[config.mk]
export PLATFORM = sky130hd
export DESIGN_NAME = alu_arbiter_flat
export DESIGN_NICKNAME = d
export VERILOG_FILES = /design/src/rtl/alu_arbiter_if.sv /design/src/rtl/alu_arbiter.sv /design/src/flat_wrapper.sv
export SDC_FILE = /design/constraint.sdc
export NUM_CORES = 1
export LEC_CHECK = 0
export ABC_AREA = 0
export CORE_MARGIN = 2
export CORE_UTILIZATION = 30
export CTS_CLUSTER_SIZE = 12
export DETAILED_ROUTE_END_ITERATION = 16
export DONT_BUFFER_PORTS = 1
export PLACE_DENSITY = 0.55
export SYNTH_ARGS = -nofsm -noshare
export SYNTH_HDL_FRONTEND = slang
export SYNTH_SLANG_ARGS = --single-unit
[constraint.sdc]
create_clock -name clk -period 1.9 [get_ports clk]
set_input_delay 0.475 -clock clk [delete_from_list [all_inputs] [get_ports clk]]
set_output_delay 0.475 -clock clk [all_outputs]
set_load 0.02 [all_outputs]
[src/rtl/alu_arbiter_if.sv]
// Requester/response handshake and ALU hookup bundle for alu_arbiter.
// slave = arbiter side, master = requesters plus the external ALU.
interface alu_arbiter_if #(
  parameter int WIDTH = 32
);
  logic             req0_valid;
  logic             req1_valid;
  logic             req0_ready;
  logic             req1_ready;
  logic [WIDTH-1:0] req0_a;
  logic [WIDTH-1:0] req1_a;
  logic [WIDTH-1:0] req0_b;
  logic [WIDTH-1:0] req1_b;
  logic [2:0]       req0_op;
  logic [2:0]       req1_op;
  logic             resp0_valid;
  logic             resp1_valid;
  logic             resp0_ready;
  logic             resp1_ready;
  logic [WIDTH-1:0] resp_data;
  logic             resp_err;
  logic [WIDTH-1:0] alu_srcA;
  logic [WIDTH-1:0] alu_srcB;
  logic [2:0]       alu_ctrl;
  logic [WIDTH-1:0] alu_result;

  modport slave (
    input  req0_valid, req1_valid, req0_a, req1_a, req0_b, req1_b, req0_op, req1_op,
    output req0_ready, req1_ready,
    output resp0_valid, resp1_valid, resp_data, resp_err,
    input  resp0_ready, resp1_ready,
    output alu_srcA, alu_srcB, alu_ctrl,
    input  alu_result
  );

  modport master (
    output req0_valid, req1_valid, req0_a, req1_a, req0_b, req1_b, req0_op, req1_op,
    input  req0_ready, req1_ready,
    input  resp0_valid, resp1_valid, resp_data, resp_err,
    output resp0_ready, resp1_ready,
    input  alu_srcA, alu_srcB, alu_ctrl,
    output alu_result
  );
endinterface

[src/rtl/alu_arbiter.sv]
// Round-robin sharing of one external ALU between two requesters, one op in flight.
// Optional illegal-op trapping (ops 100/110/111) enabled by defining ALU_ARB_OPCHECK_EN.
module alu_arbiter #(
  parameter int WIDTH = 32
) (
  input  logic           clk,
  input  logic           rst_n,
  alu_arbiter_if.slave   bus
);

  typedef enum logic [1:0] {
    S_IDLE  = 2'd0,
    S_ISSUE = 2'd1,
    S_RESP  = 2'd2
  } state_t;

  state_t           r_state;
  state_t           w_next_state;
  logic             r_last_grant;
  logic             r_gnt;
  logic [WIDTH-1:0] r_a;
  logic [WIDTH-1:0] r_b;
  logic [2:0]       r_op;
  logic [WIDTH-1:0] r_result;
  logic             r_err;

  logic             w_any_valid;
  logic             w_grant;
  logic             w_accept;
  logic             w_consume;
  logic             w_illegal;

  // Tie goes to whoever was not served last; a lone request always wins.
  assign w_any_valid = bus.req0_valid | bus.req1_valid;
  assign w_grant     = (bus.req0_valid && bus.req1_valid) ? ~r_last_grant : bus.req1_valid;
  assign w_accept    = (r_state == S_IDLE) && w_any_valid;
  assign w_consume   = (r_state == S_RESP) && (r_gnt ? bus.resp1_ready : bus.resp0_ready);

`ifdef ALU_ARB_OPCHECK_EN
  assign w_illegal = (r_op == 3'b100) || (r_op == 3'b110) || (r_op == 3'b111);
`else
  assign w_illegal = 1'b0;
`endif

  always_ff @(posedge clk or negedge rst_n) begin
    if (!rst_n) begin
      r_state <= S_IDLE;
    end else begin
      // NOTE: sequential state uses non-blocking assignments so every register
      // samples pre-edge values regardless of process evaluation order.
      r_state <= w_next_state;
    end
  end

  always_comb begin
    // NOTE: default assigned first so no path through the case leaves the
    // signal unassigned, which would infer a latch.
    w_next_state = r_state;
    case (r_state)
      S_IDLE:  if (w_any_valid) w_next_state = S_ISSUE;
      S_ISSUE: w_next_state = S_RESP;
      S_RESP:  if (w_consume) w_next_state = S_IDLE;
      default: w_next_state = S_IDLE;
    endcase
  end

  always_ff @(posedge clk or negedge rst_n) begin
    if (!rst_n) begin
      // NOTE: these are a handful of flops, not a memory array, so all get an
      // explicit reset value; an aborted op leaves nothing behind.
      r_last_grant <= 1'b1;
      r_gnt        <= 1'b0;
      r_a          <= '0;
      r_b          <= '0;
      r_op         <= 3'b000;
      r_result     <= '0;
      r_err        <= 1'b0;
    end else begin
      if (w_accept) begin
        r_gnt        <= w_grant;
        r_last_grant <= w_grant;
        r_a          <= w_grant ? bus.req1_a  : bus.req0_a;
        r_b          <= w_grant ? bus.req1_b  : bus.req0_b;
        r_op         <= w_grant ? bus.req1_op : bus.req0_op;
      end
      if (r_state == S_ISSUE) begin
        r_result <= w_illegal ? '0 : bus.alu_result;
        r_err    <= w_illegal;
      end
    end
  end

  assign bus.req0_ready  = w_accept && !w_grant;
  assign bus.req1_ready  = w_accept &&  w_grant;
  assign bus.resp0_valid = (r_state == S_RESP) && !r_gnt;
  assign bus.resp1_valid = (r_state == S_RESP) &&  r_gnt;
  assign bus.resp_data   = r_result;
  assign bus.resp_err    = r_err;

  // Illegal ops run the ALU as a harmless add so nothing downstream sees them.
  assign bus.alu_srcA    = r_a;
  assign bus.alu_srcB    = r_b;
  assign bus.alu_ctrl    = w_illegal ? 3'b000 : r_op;

endmodule

[src/flat_wrapper.sv]
// flat-port wrapper written by rule: the top's interface ports become plain ports
module alu_arbiter_flat 
#(
  parameter int WIDTH = 32
)
  (clk, rst_n, bus_req0_valid, bus_req1_valid, bus_req0_a, bus_req1_a, bus_req0_b, bus_req1_b, bus_req0_op, bus_req1_op, bus_req0_ready, bus_req1_ready, bus_resp0_valid, bus_resp1_valid, bus_resp_data, bus_resp_err, bus_resp0_ready, bus_resp1_ready, bus_alu_srcA, bus_alu_srcB, bus_alu_ctrl, bus_alu_result);
  alu_arbiter_if #(.WIDTH(WIDTH)) bus_i ();
  input  logic clk;
  input  logic rst_n;
  input wire logic [$bits(bus_i.req0_valid)-1:0] bus_req0_valid;
  input wire logic [$bits(bus_i.req1_valid)-1:0] bus_req1_valid;
  input wire logic [$bits(bus_i.req0_a)-1:0] bus_req0_a;
  input wire logic [$bits(bus_i.req1_a)-1:0] bus_req1_a;
  input wire logic [$bits(bus_i.req0_b)-1:0] bus_req0_b;
  input wire logic [$bits(bus_i.req1_b)-1:0] bus_req1_b;
  input wire logic [$bits(bus_i.req0_op)-1:0] bus_req0_op;
  input wire logic [$bits(bus_i.req1_op)-1:0] bus_req1_op;
  output wire logic [$bits(bus_i.req0_ready)-1:0] bus_req0_ready;
  output wire logic [$bits(bus_i.req1_ready)-1:0] bus_req1_ready;
  output wire logic [$bits(bus_i.resp0_valid)-1:0] bus_resp0_valid;
  output wire logic [$bits(bus_i.resp1_valid)-1:0] bus_resp1_valid;
  output wire logic [$bits(bus_i.resp_data)-1:0] bus_resp_data;
  output wire logic [$bits(bus_i.resp_err)-1:0] bus_resp_err;
  input wire logic [$bits(bus_i.resp0_ready)-1:0] bus_resp0_ready;
  input wire logic [$bits(bus_i.resp1_ready)-1:0] bus_resp1_ready;
  output wire logic [$bits(bus_i.alu_srcA)-1:0] bus_alu_srcA;
  output wire logic [$bits(bus_i.alu_srcB)-1:0] bus_alu_srcB;
  output wire logic [$bits(bus_i.alu_ctrl)-1:0] bus_alu_ctrl;
  input wire logic [$bits(bus_i.alu_result)-1:0] bus_alu_result;
  assign bus_i.req0_valid = bus_req0_valid;
  assign bus_i.req1_valid = bus_req1_valid;
  assign bus_i.req0_a = bus_req0_a;
  assign bus_i.req1_a = bus_req1_a;
  assign bus_i.req0_b = bus_req0_b;
  assign bus_i.req1_b = bus_req1_b;
  assign bus_i.req0_op = bus_req0_op;
  assign bus_i.req1_op = bus_req1_op;
  assign bus_req0_ready = bus_i.req0_ready;
  assign bus_req1_ready = bus_i.req1_ready;
  assign bus_resp0_valid = bus_i.resp0_valid;
  assign bus_resp1_valid = bus_i.resp1_valid;
  assign bus_resp_data = bus_i.resp_data;
  assign bus_resp_err = bus_i.resp_err;
  assign bus_i.resp0_ready = bus_resp0_ready;
  assign bus_i.resp1_ready = bus_resp1_ready;
  assign bus_alu_srcA = bus_i.alu_srcA;
  assign bus_alu_srcB = bus_i.alu_srcB;
  assign bus_alu_ctrl = bus_i.alu_ctrl;
  assign bus_i.alu_result = bus_alu_result;
  alu_arbiter #(.WIDTH(WIDTH)) u_core (.clk(clk), .rst_n(rst_n), .bus(bus_i));
endmodule
==> metrics.md, run 1 <==
| Metric | Value |
|---|---|
| Outcome | `complete, but fails checks` |
| Violated checks | `negative hold slack` |
| Most used flip-flop cell after synthesis | `dfrtp_1` |
| Vias in the first global route | `roughly 2700` |
| Final wirelength | `9936 µm` |
| Max-capacitance violation count | `0` |
| Combinational share of power | `between 20% and 30%` |
| Antenna-violating nets left | `0` |
| Area leader, netlist | `dfrtp_1` |
| First-pass GRT wire length | `around 15000 µm` |
| Antenna violations before repair | `0` |
| Mean post-synth cell area | `roughly 15 µm²` |
| Crit path DAT | `1.37 ns` |
| Clock Tree Root | `clkbuf_16` |
| Worst setup skew after layout | `~0.0074 ns` |
| # IOs | `276` |
| Gr ovfl total | `0` |
| Gpl congestion | `0.6978` |
| Met3 usage | `5.161%` |
| Yosys cell types | `20` |
| H-tree levels | `3` |
| DR vias/cell | `around 4.7` |
| Startpoint types | `flop` |
| Placed cell area | `around 5000 µm²` |
| RSZ-0062 raised after global routing | `yes` |
| Die X | `between 100 and 150 µm` |
| First-pass iteration count of the detailed router | `4` |
| Worst Reg-to-Reg Cells | `5` |
| Initial core utilization | `between 30% and 40%` |
| Critical Path Fanout Max | `4` |
| Top post-synthesis cells by area | `dfrtp_1 54%, mux2_2 36%, mux2_4 5.1%, buf_2 1.6%, buf_6 0.71%` |
| Reg clk slew, reported paths | `~0.07 ns` |
| Setup WS pre-CTS | `approximately 0.21 ns` |
| DRC violations left | `0` |
| Worst r2r src | `u_core.r_last_grant$_DFFE_PN1P_` |
| Syn_nets | `478` |
| #FFs+latches synth | `103` |
| Critical path type | `flop to primary output` |
| Power per cell area | `between 1500 and 2000 nW/µm²` |
| Largest net degree at the start of global routing | `104` |
| Post-Synthesis Cells | `between 300 and 400` |
| Die extent in y | `129.5 µm` |
| Drt initial violations | `67` |
| Area Growth Syn to Fin | `13.92%` |
| Pins Over Slew Limit | `0` |
| FF-to-FF End | `u_core.bus.alu_srcA[16]$_DFFE_PN0P_` |
| Tot GR Track Use | `around 12%` |
| Worst setup margin | `0.05165 ns` |
| Reg power frac | `53.4%` |
| Worst hold slack | `-0.1814 ns` |
| Total die area | `16780 µm²` |
| Peak VDD IR | `0.0008861 V` |
| Final setup vio count | `0` |
| Leakage | `2.228 nW` |
| Max Fclk | `0.5410 GHz` |
| Via Count | `2482` |
| Sw Share | `about two fifths` |
| Worst-case clock buffer depth | `2` |
| Reg2reg setup slack | `0.12 ns` |
| Crit share post-route | `between 90 and 100%` |
| Post-synth EDFFs | `0` |
| Row count | `45` |
| HPWL Detailed | `7267 µm` |
| Core Region | `approximately 15000 µm²` |
| Cell with the most instances after synthesis | `mux2_2` |
| Ys Warns | `0` |
| Fill cells | `between 1000 and 1500` |
| Fraction of layout cells with a size suffix above 1 | `64.42%` |
| Post-route design area | `5385 µm²` |
| GRT Max-Usage Layer | `met2` |
| CTS Buf Count | `9` |
| Clock latency on the worst-skew pair | `0.35 ns` |
| Global-route met1 utilization | `12.72%` |
| Inserted Diodes | `0` |
| TritonCTS clock tree | `done` |
| Total Power | `10.38 mW` |
| Hold Crit Class | `input port to async pin` |
| Yosys top cell area share | `approximately 54%` |
| CP Capture Point | `bus_req1_ready` |
| Fraction of registers with async set/reset | `100.0%` |
| Fin nets | `479` |
| Clock network fraction of design power | `about a fifth` |
| Met2 Usage GRT | `approximately a fifth` |
| Post-Syn Area | `4727 µm²` |
| Net switching power | `4.023 mW` |
| CP required | `between 1 and 1.5 ns` |
| Worst setup EP type | `primary output` |
| Final min period | `between 1.5 and 2 ns` |
| Post-synth top cells | `151 x mux2_2, 102 x dfrtp_1, 16 x mux2_4` |
| IO buf count | `0` |
| CP startpoint | `u_core.r_last_grant$_DFFE_PN1P_` |
| Clock sinks | `103` |
| Fin. Hold Viols | `between 100 and 150` |
| Int Pwr | `6.360 mW` |
| Register area share after synthesis | `54.55%` |
| Routed len/inst | `19.00 µm` |
## cell usage in the layout, fill, tap and decap left out, drive strengths merged
master,Yosys,final
and2,1,1
a21oi,1,1
o21ai,1,1
dfstp,1,1
nor3,1,1
o21a,1,1
clkinv,0,2
buf,19,10
clkbuf,2,10
a31oi,1,1
inv,1,3
bufbuf,0,1
dfrtp,102,102
a21bo,1,1
nand2b,2,2
conb,1,1
nor2,3,3
bufinv,0,2
o21bai,1,1
mux2,167,167
## cell type report
type | instances | area [µm²] | share of cell area, %
repair buffers | 11 | 157.7 | 2.928
multi-input cells | 181 | 2049 | 38.06
clock buffers | 10 | 239.0 | 4.438
clock inverters | 6 | 91.34 | 1.696
inverters | 1 | 3.754 | 0.06970
flip-flops and latches | 103 | 2580 | 47.91
well taps | 211 | 264.0 | 4.902
## power groups by stage
stage	Combinational [mW]	Sequential, mW	Clock (mW)
floorplan	2.40	5.28	0
global placement	2.72	5.60	0
detailed placement	2.83	5.60	0
CTS	2.88	5.58	2.12
global route	3.08	5.70	2.20
finish	2.81	5.55	2.02
## routing by layer
metal,vias up,wire [µm]
met5,-,0
met4,0,144
met3,9,1043
met2,156,5100
met1,1229,3647
li1,1088,-
## stage by stage
| stage | std cells | utilization, % | TNS (ns) |
|---|---|---|---|
| after floorplan | 306 | - | 0 |
| after CTS | 523 | 35.12 | 0 |
| after global routing | 523 | 35.16 | -0.03326 |
| after detailed placement | 504 | 32.62 | 0 |
| final | 523 | 35.16 | 0 |
| after global placement | 504 | 32.62 | 0 |
## worst min path at each step
stage / endpoint / start / slack (ns) / depth (start not counted)
floorplan: u_core.bus.alu_ctrl[0]$_DFFE_PN0P_ / rst_n / 0.18 / 0
global placement: u_core.bus.alu_srcA[2]$_DFFE_PN0P_ / rst_n / 0.18 / 0
detailed placement: u_core.bus.alu_srcA[1]$_DFFE_PN0P_ / rst_n / 0.18 / 0
CTS: u_core.bus.resp_data[29]$_DFFE_PN0N_ / rst_n / -0.20 / 0
global route: u_core.bus.alu_srcA[1]$_DFFE_PN0P_ / rst_n / -0.21 / 0
finish: u_core.bus.alu_srcA[1]$_DFFE_PN0P_ / rst_n / -0.18 / 0
## logic make-up after synthesis
logic type | Yosys count | share of synthesized area (%)
flops | 103 | 54.55
simple gates | 7 | 0.7411
mux | 167 | 41.05
buf+inv | 22 | 2.700
other cells | 1 | 0.07933
compound gates | 6 | 0.8735
## critical path: stages (launching register included)
cell and delay (ns):
dfstp_2 0.55, a21bo_4 0.17, buf_12 0.12, nor3_2 0.03, buf_4 0.16
## state kept, by name (all words and copies together), names as in the netlist
signal                count
u_core.bus.resp_data     32
u_core.r_last_grant       1
u_core.bus.alu_srcB      32
u_core.bus.alu_srcA      32
u_core.r_gnt              1
u_core.bus.alu_ctrl       3
u_core.r_state            2
## what timing repair did
item                                    in CTS  in global routing
setup buffers                                2                  0
gates resized for setup                      3                  2
pin swaps                                    0                  0
gates cloned                                 1                  0
hold endpoints to repair                   103                103
endpoints found under the setup margin       2                  2
(Power assumes the default switching activity.)
==> run 2, diff against run 1 <==
DONT_BUFFER_PORTS = unset   (was 1)
PLACE_DENSITY = 0.77   (was 0.55)
==> run 2 against run 1 <==
  * The flow now finishes without violations
  * Total power is 22% higher
  * Via count is 42% higher
  * Maximum frequency increased by 0.74%
  * Register-to-register slack got worse by 0.05 ns
  * Cell count is 53% higher
  * Combinational power increased to 2.5 times the previous value
  * Critical endpoint is now u_core.bus.alu_srcB[8]$_DFFE_PN0P_
  * Largest cell class is now buffers
==> metrics.md, run 2 (same netlist as run 1, synthesis figures left out) <==
| Metric | Value |
|---|---|
| Crit-path slowest cell | `dfstp_2` |
| Reg clk slew, reported paths | `0.07 ns` |
| Critical path type | `flop to flop` |
| Drt initial violations | `93` |
| Final min period | `roughly 1.8 ns` |
| Max stage delay on crit path | `0.55 ns` |
| Outcome | `complete, no violations` |
| Row count | `45` |
| Worst hold slack | `0.1174 ns` |
| WP buf/inv | `2` |
| Gpl congestion | `~0.76` |
| Delay-heaviest family, CP | `multiplexers` |
| Clock sinks | `around 100` |
| Net switching power | `4.464 mW` |
| Die extent in y | `129.5 µm` |
| First-pass GRT wire length | `~20000 µm` |
| GRT Max-Usage Layer | `met2` |
| Total die area | `16780 µm²` |
| Core Region | `roughly 15000 µm²` |
| # IOs | `between 200 and 300` |
| Largest net degree at the start of global routing | `between 50 and 60` |
| Crit share post-route | `96.57%` |
| Gr ovfl total | `0` |
| Final wirelength | `13170 µm` |
| Via Count | `~3500` |
| Crit path DAT | `2.05 ns` |
| Int Pwr | `a little over 8 mW` |
| TritonCTS clock tree | `done` |
| First-pass iteration count of the detailed router | `4` |
| Reg2reg setup slack | `0.07 ns` |
| Most frequent cells in the layout | `267 x clkdlybuf4s50_1, 151 x mux2_2, 102 x dfrtp_1` |
| Clock Tree Root | `clkbuf_16` |
| Global-route met1 utilization | `16.26%` |
| H-tree levels | `3` |
| Clock latency on the worst-skew pair | `about 0.34 ns` |
| Max-capacitance violation count | `0` |
| Leakage | `3.275 nW` |
| Worst Reg-to-Reg Cells | `5` |
| Worst r2r src | `u_core.r_last_grant$_DFFE_PN1P_` |
| Post-route design area | `8078 µm²` |
| Initial core utilization | `between 30% and 40%` |
| Die X | `129.5 µm` |
| Tot GR Track Use | `15.47%` |
| Startpoint types | `flop` |
| Critical Path Fanout Max | `26` |
| Final setup vio count | `0` |
| Worst-case clock buffer depth | `2` |
| Fin. Hold Viols | `0` |
| Fin nets | `~750` |
| Final core utilization | `a little over half` |
| Reg power frac | `roughly 31%` |
| Final TNS setup | `0 ns` |
| Vias in the first global route | `between 3000 and 4000` |
| CP dominant cell by count | `mux2_2` |
| HPWL Detailed | `just over 10000 µm` |
| Worst setup skew after layout | `between 0.007 and 0.008 ns` |
| Antenna violations before repair | `1` |
| Hold Crit Class | `input port to async pin` |
| Combinational share of power | `55.7%` |
| Area Growth Syn to Fin | `70.88%` |
| Critical-path cell list | `a21bo_4 > buf_6 > buf_16 > mux2_2 > mux2_2` |
| DRC violations left | `0` |
| Placed cell area | `7771 µm²` |
| Antenna-violating nets left | `0` |
| FF-to-FF End | `u_core.bus.alu_srcB[8]$_DFFE_PN0P_` |
| Hold buffers post-CTS | `0` |
| Sw Share | `35.33%` |
| Clock network fraction of design power | `13.3%` |
| CP required | `2.12 ns` |
| CTS Buf Count | `9` |
| Peak VDD IR | `0.0006867 V` |
| Commonest non-fill, non-tap cell in the layout | `clkdlybuf4s50_1` |
| DR vias/cell | `4.417` |
| Met2 Usage GRT | `between 20% and 30%` |
| Pins Over Slew Limit | `0` |
| Worst setup EP type | `flop` |
| Routed len/inst | `16.50 µm` |
| IO buf count | `274` |
| RSZ-0062 raised after global routing | `no` |
| Fraction of layout cells with a size suffix above 1 | `34.64%` |
| Max Fclk | `0.5450 GHz` |
| Power per cell area | `roughly 1600 nW/µm²` |
| Met3 usage | `5.409%` |
-- run 2: cell types whose count changed in the layout (fill, tap and decap cells not counted), sizes merged --
cell	previous run	this run
clkdlybuf4s50	0	267
buf	10	17
clkinvlp	0	3
bufinv	2	0
dlygate4sd2	0	2
inv	3	1
bufbuf	1	0
diode	0	1
-- run 2: repair_timing --
item,in CTS,in global routing
cloned,1,0
resized for setup,22,4
setup endpoints to repair,58,42
setup buffers,0,0
pin swaps,0,0
-- run 2: worst register-to-register path: cells and delay by family, from the launching register on --
family / cells / cell delay (ns)
buffers and inverters: 2 / 0.36
AOI/OAI and AO/OA: 1 / 0.15
DFF: 1 / 0.55
muxes: 2 / 0.65
-- run 2: metal layers --
metal / wire length (µm) / share of wire [%]
met5: 0 / 0
met4: 354 / 2.7
met3: 1259 / 9.6
met2: 6727 / 51
met1: 4824 / 37
-- run 2: final cells by class --
class	count	area (µm²)
fillers	1338	7237
repair buffers	286	2915
flip-flops and latches	103	2579
multi-input cells	181	2048
well taps	211	264.0
clock buffers	10	229.0
clock inverters	5	36.28
inverters	1	3.754
diodes	1	2.502
-- run 2: how the worst max path moves through the flow --
stage | to | start | slack (ns) | cells past startpoint
6_report | u_core.bus.alu_srcB[8]$_DFFE_PN0P_ | u_core.r_last_grant$_DFFE_PN1P_ | 0.07 | 5
5_1_grt | bus_req0_ready | u_core.r_last_grant$_DFFE_PN1P_ | 0.003 | 3
4_1_cts | bus_resp0_valid | u_core.r_state[0]$_DFFE_PN0P_ | 0.003 | 4
3_5_place_dp | bus_req1_ready | bus_req1_valid | -0.66 | 4
3_3_place_gp | bus_req1_ready | bus_req1_valid | -0.61 | 4
2_1_floorplan | bus_req0_ready | u_core.r_state[1]$_DFFE_PN0P_ | 0.05 | 5
-- run 2: power groups by stage --
stage | logic (mW) | clock network (mW) | registers, mW
after floorplan | 2.40 | 0 | 5.28
after global placement | 6.93 | 0 | 3.89
after detailed placement | 7.07 | 0 | 3.98
after CTS | 7.15 | 1.75 | 3.94
after global routing | 7.43 | 1.84 | 4.07
final | 7.03 | 1.68 | 3.92
-- run 2: stage by stage --
stage	worst slack, ns	cells	power (mW)
finish	0.06519	798	12.63
global route	0.002615	798	13.35
CTS	0.002872	797	12.84
detailed placement	-0.6592	781	11.04
global placement	-0.6112	781	10.82
floorplan	0.05450	306	7.671
